[config.mk]
export PLATFORM = sky130hd
export DESIGN_NAME = response_serializer
export DESIGN_NICKNAME = d
export VERILOG_FILES = /design/src/rtl/response_serializer.sv
export SDC_FILE = /design/constraint.sdc
export NUM_CORES = 1
export LEC_CHECK = 0
export CORE_ASPECT_RATIO = 0.8
export CORE_MARGIN = 5
export CORE_UTILIZATION = 45
export CTS_CLUSTER_DIAMETER = 200
export CTS_CLUSTER_SIZE = 16
export DETAILED_ROUTE_END_ITERATION = 12
export PLACE_DENSITY = 0.88
export SYNTH_ARGS = -nofsm -noshare
export SYNTH_HDL_FRONTEND = slang
export SYNTH_SLANG_ARGS = --single-unit
[constraint.sdc]
create_clock -name clk -period 3 [get_ports clk]
set_clock_uncertainty 0.2 [all_clocks]
set_input_delay 0.9 -clock clk [delete_from_list [all_inputs] [get_ports clk]]
set_output_delay 0.9 -clock clk [all_outputs]
set_load 0.03 [all_outputs]
[src/rtl/response_serializer.sv]
// response_serializer: packs one response message into a 48-bit packet and streams it out as bytes.
// Defining RESPONSE_SERIALIZER_CHECKSUM_EN appends an XOR checksum byte to each frame.
module response_serializer #(
  parameter bit MSB_FIRST = 1'b1
) (
  input  logic        clk,
  input  logic        reset,
  input  logic        msg_valid,
  output logic        msg_ready,
  input  logic [4:0]  msg_data_type,
  input  logic [1:0]  msg_packet_number,
  input  logic [3:0]  msg_channel,
  input  logic [31:0] msg_data,
  output logic        tx_valid,
  input  logic        tx_ready,
  output logic [7:0]  tx_byte,
  output logic        tx_last,
  output logic        busy,
  output logic        bad_type
);
  typedef enum logic [1:0] {IDLE, SEND, CSUM} state_t;
  state_t      state_q, state_d;
  logic [47:0] hold_q, hold_d;
  logic [2:0]  idx_q, idx_d;
  logic        bad_q, bad_d;
  logic [2:0]  sel;
  logic [47:0] shifted;
  logic [7:0]  cur_byte;
  logic        legal;
`ifdef RESPONSE_SERIALIZER_CHECKSUM_EN
  logic [7:0]  csum_q, csum_d;
`endif
  assign legal    = msg_data_type <= 5'd5;
  assign sel      = MSB_FIRST ? 3'd5 - idx_q : idx_q;
  assign shifted  = hold_q >> {sel, 3'b000};
  assign cur_byte = shifted[7:0];
  assign bad_type = bad_q;
  always_ff @(posedge clk) begin
    if (reset) begin
      state_q <= IDLE;
      hold_q  <= '0;
      idx_q   <= '0;
      bad_q   <= 1'b0;
`ifdef RESPONSE_SERIALIZER_CHECKSUM_EN
      csum_q  <= '0;
`endif
    end else begin
      state_q <= state_d;
      hold_q  <= hold_d;
      idx_q   <= idx_d;
      bad_q   <= bad_d;
`ifdef RESPONSE_SERIALIZER_CHECKSUM_EN
      csum_q  <= csum_d;
`endif
    end
  end
  always_comb begin
    state_d = state_q;
    hold_d  = hold_q;
    idx_d   = idx_q;
    bad_d   = 1'b0;
`ifdef RESPONSE_SERIALIZER_CHECKSUM_EN
    csum_d  = csum_q;
`endif
    if (state_q == IDLE && msg_valid) begin
      state_d = SEND;
      hold_d  = {legal ? msg_data_type : 5'd0, 3'b000, msg_packet_number, msg_channel, 2'b00, msg_data};
      idx_d   = '0;
      bad_d   = !legal;
`ifdef RESPONSE_SERIALIZER_CHECKSUM_EN
      csum_d  = '0;
`endif
    end else if (state_q == SEND && tx_ready) begin
      idx_d = idx_q + 3'd1;
`ifdef RESPONSE_SERIALIZER_CHECKSUM_EN
      csum_d  = csum_q ^ cur_byte;
      state_d = idx_q == 3'd5 ? CSUM : SEND;
`else
      state_d = idx_q == 3'd5 ? IDLE : SEND;
`endif
    end else if (state_q == CSUM && tx_ready) begin
      state_d = IDLE;
    end
  end
  always_comb begin
    msg_ready = state_q == IDLE;
    busy      = state_q != IDLE;
    tx_valid  = state_q != IDLE;
`ifdef RESPONSE_SERIALIZER_CHECKSUM_EN
    tx_byte   = state_q == SEND ? cur_byte : (state_q == CSUM ? csum_q : 8'h00);
    tx_last   = state_q == CSUM;
`else
    tx_byte   = state_q == SEND ? cur_byte : 8'h00;
    tx_last   = state_q == SEND && idx_q == 3'd5;
`endif
  end
endmodule

After elaboration in Yosys (flattened, before gate mapping)
Cells that the tools add are included.

Flip-flop bits (word level): 49. Logic and storage cells: 30. Output and inout bits: 13. Input port bits: 47.

Reduce and logical (&&, ||, !) cells: 11. Eq/ne operators: 3. Shift operators: 1. $lt $le $gt $ge: 1. Add/sub/neg operators: 2. Bitwise logic cells: 1. Mux-type cells: 6.

Operators by type and width (number): 48-bit by 6-bit right shift with 8-bit output (1); 8-bit two-way mux (1); 5-bit by 3-bit <= comparator with 1-bit output, second input constant (1); 5-bit two-way mux (1); 1-bit logical AND (4); 2-bit two-way mux (2); 2-bit nonzero test (2); 2-bit OR reduction (2); 3-bit by 1-bit adder with 3-bit output, second input constant (1); 3-bit equality test, second input constant (1); 3-bit nonzero test (1); 3-bit subtractor, first input constant (1); 2-bit by 1-bit equality test with 1-bit output, second input constant (1); 2-bit equality test, second input constant (1); 2-bit logical NOT (1); 1-bit two-way mux (2); 1-bit logical NOT (1); 1-bit inverter (1).

Longest topological paths before layout
Depth in word-level cells: 5. Depth in mapped cells: 6. Depth with buffers taken out: 5.

Least setup slack after synthesis
OpenSTA, ideal clock, no wires.

Kind: reg2out. From: register idx_q[1]. To: output tx_byte[3]. Path slack: -0.010 ns. Data required time: 1.900 ns. Buffers on the path: 1. Cell stages (with the launch flop): 7. Arrival time: 1.910 ns. Cells stage by stage: dfxtp_1 buf_4 inv_1 ha_1 nand2b_1 nand2b_1 o21ai_0.

Word-level cells in the longest chain between the ends: 3.

RTL lines: start: declaration (RTL line 24) `logic [2:0] idx_q, idx_d;`; start signal: assignment (RTL line 50) `idx_q <= idx_d;`; 3-bit subtractor (RTL line 34) `assign sel = MSB_FIRST ? 3'd5 - idx_q : idx_q;`; 48-bit by 6-bit right shift with 8-bit output (RTL line 35) `assign shifted = hold_q >> {sel, 3'b000};`; 8-bit two-way mux (RTL line 93) `tx_byte = state_q == SEND ? cur_byte : 8'h00;`; end: declaration (RTL line 16) `output logic [7:0] tx_byte,`.

Every way passes these cells.

Worst setup path in the final report
From: register idx_q[1]. To: output tx_byte[2].

Same word-level chain as after synthesis.

==> results.yml <==
critical_path:
  startpoint_type: "flop"
  worstPathRequired_ns: 1.90
  cp_max_fo: 5
  worstSetupPathType: "flop to primary output"
  regToRegSetupSlack_ns: 1.38
  r2r-end: "hold_q[24]"
  cp_data_arrival_time_ns: 1.81
  reg2reg_depth: 5
  r2r_start: "state_q[0]"
  cp-end-kind: "primary output"
yosys:
  yosys-top-cells-count: "dfxtp_1, a22o_1, mux2i_1"
  synth_top_cell_by_area: "dfxtp_1"
  yosys-top-cells-area: "dfxtp_1, a22o_1, mux2i_1, buf_4, mux4_2"
  synth.yosys.seq_area_share_pct: 49.1
  synthFlopType: "dfxtp_1"
  synth_nets: 217
  netlist_area_um2: 1960
  synth-edff-count: 0
  synth.top_cell.area_share_pct: 49.1
  synthCells: 168
  synth.most_common_cell: "dfxtp_1"
  yosysUniqueCellTypes: 30
  ys_ff_latch: 48
  avgSynthCellArea_um2: 11.7
  async_flop_share_pct: 0
  yosys_warnings: 0
timing:
  grt_setup_unrepaired: "no"
  drv_slew: 0
  finalHoldViolCount: 0
  post-route-min-period_ns: 2.91
  period_share_pct: 96.8
  slew_headroom_pct: 73.6
  finalSetupViolCount: 0
  fmax_mhz: 344
  fin_tns_setup_ns: 0
  tightest_slew_ns: 0.396
routing:
  routed_via_density: 5.24
  routedWlPerCell_um: 16.0
  route.vias.total: 1488
  dr.pass1.iters: 4
  drc_errors: 0
  drt_wl_total_um: 4560
  detail_route.iter0.violations: 65
  ant_nets: 0
floorplanning:
  die_h_um: 69
  die_width_um: 83.8
  ios: 60
  initial_core_util_pct: 46.6
  die-area_um2: 5780
  rows: 21
  floorplan.core_area_um2: 4200
cells_and_area:
  final_cells: 284
  diodes: 0
  syn_to_final_growth_pct: 35.5
  fin_nets: 276
  fin_area_um2: 2650
  drive_above_1_share_pct: 13.2
  fin_util_pct: 63.1
clock_tree:
  cts_tree: "yes"
  clock_sinks: 48
  clock_latency_ns: 0.29
  cts_buffer_depth: 2
  cts_root_buffer: "clkbuf_8"
  postCtsSetupRepairBufs: 0
  clkTransAtPathRegs_ns: 0.08
  cts_hold_buf: 0
  htreeDepth: 2
  numCtsBuffers: 5
power_and_ir_drop:
  ir_worst_vdd_mv: 0.274
  power.density_nw_per_um2: 464
  total_power_mw: 1.23
  cellLeakagePower_nw: 0.999
global_route:
  grt_overflow: 0
  track_usage_pct: 16.0
  grt_pass1_wl_um: 7580
  first_global_vias: 1516
  grt_max_degree: 47
  antenna_found_initial: 0
flow_run:
  drv_cap: 0
hold_path:
  holdPathStages: 1
  hold_start: "hold_q[47]"
  min_to: "hold_q[47]"
  hold_path.class: "flop to flop"
place:
  dp_hpwl_um: 3320
  place.port_buffers: 59
  placedCellCount: 277
  place_area_um2: 2550
  routabilityCongestion: 0.720
outcome:
  status: "completed"
-- area by class of cell --
class | count | area, µm²
Fill cell | 359 | 1550
Timing Repair Buffer | 66 | 637
Clock buffer | 6 | 72.6
Multi-Input combinational cell | 104 | 898
Clock inverter | 1 | 5.00
Tap cell | 57 | 71.3
Inverter | 2 | 7.51
Sequential cell | 48 | 961
-- cell usage in the layout (no fill, tap or decap), types with 3 or more instances in the layout --
master           count
clkdlybuf4s50_1     50
o21ai_0              3
nand2_1              4
nand3_1              3
a22o_1              41
clkbuf_8             5
o22a_1               5
dfxtp_1             48
and2_1               4
buf_4               14
mux2i_1             17
-- sequential cells by signal, indices dropped and copies added (netlist names) --
name	flops
hold_q	43
bad_type	1
idx_q	3
state_q	1
-- through the flow --
step           hold slack (ns)  setup WS, ns
2_1_floorplan            0.229      -0.00953
3_3_place_gp             0.241        0.0642
3_5_place_dp             0.247      -0.00554
4_1_cts                  0.272        0.0314
5_1_grt                  0.297        0.0123
6_report                 0.271        0.0946
-- critical path: stages, from the launching register on --
cell	delay, ns
dfxtp_1	0.34
inv_1	0.08
ha_4	0.27
nand2b_4	0.13
nor3_1	0.05
or3_1	0.35
clkdlybuf4s15_2	0.29
-- how the worst max path moves through the flow --
stage | start | end | slack [ns] | cells after the start
after floorplan | idx_q[1] | tx_byte[3] | -0.01 | 6
after global placement | idx_q[1] | tx_byte[2] | 0.06 | 6
after detailed placement | idx_q[1] | tx_byte[2] | -0.006 | 6
after CTS | idx_q[1] | tx_byte[5] | 0.03 | 6
after global routing | idx_q[1] | tx_byte[2] | 0.01 | 6
final | idx_q[1] | tx_byte[2] | 0.09 | 6
-- kinds of logic after synthesis --
family	after synthesis	synth area share (%)
AO/OA/AOI/OAI	55	23.7
XOR/XNOR	2	0.895
adder cells (fa/ha/maj)	2	1.28
buffers and inverters	16	6.07
flip-flops	48	49.1
multiplexers	19	11.0
AND/OR/NAND/NOR	26	7.99
-- metal layers --
layer | part of all wire (%) | track usage [%] | vias to the layer above | wire [µm]
met5 | 0 | 0 | - | 0
met4 | 0.50 | 3.75 | 0 | 23
met3 | 6.1 | 5.71 | 4 | 276
met2 | 46 | 24.8 | 40 | 2120
met1 | 47 | 21.4 | 698 | 2140
li1 | - | - | 746 | -
-- repair_timing --
action | 4_1_cts | 5_1_grt
resized for setup | 4 | 3
endpoints found under the setup margin | 5 | 6
pin swaps | 0 | 4
-- where the power goes --
group | switching (mW) | total (mW) | internal (mW)
logic | 0.0744 | 0.185 | 0.110
clock network | 0.192 | 0.351 | 0.159
registers | 0.0204 | 0.694 | 0.674
total | 0.287 | 1.23 | 0.943
Power figures use the tool's default switching activity.
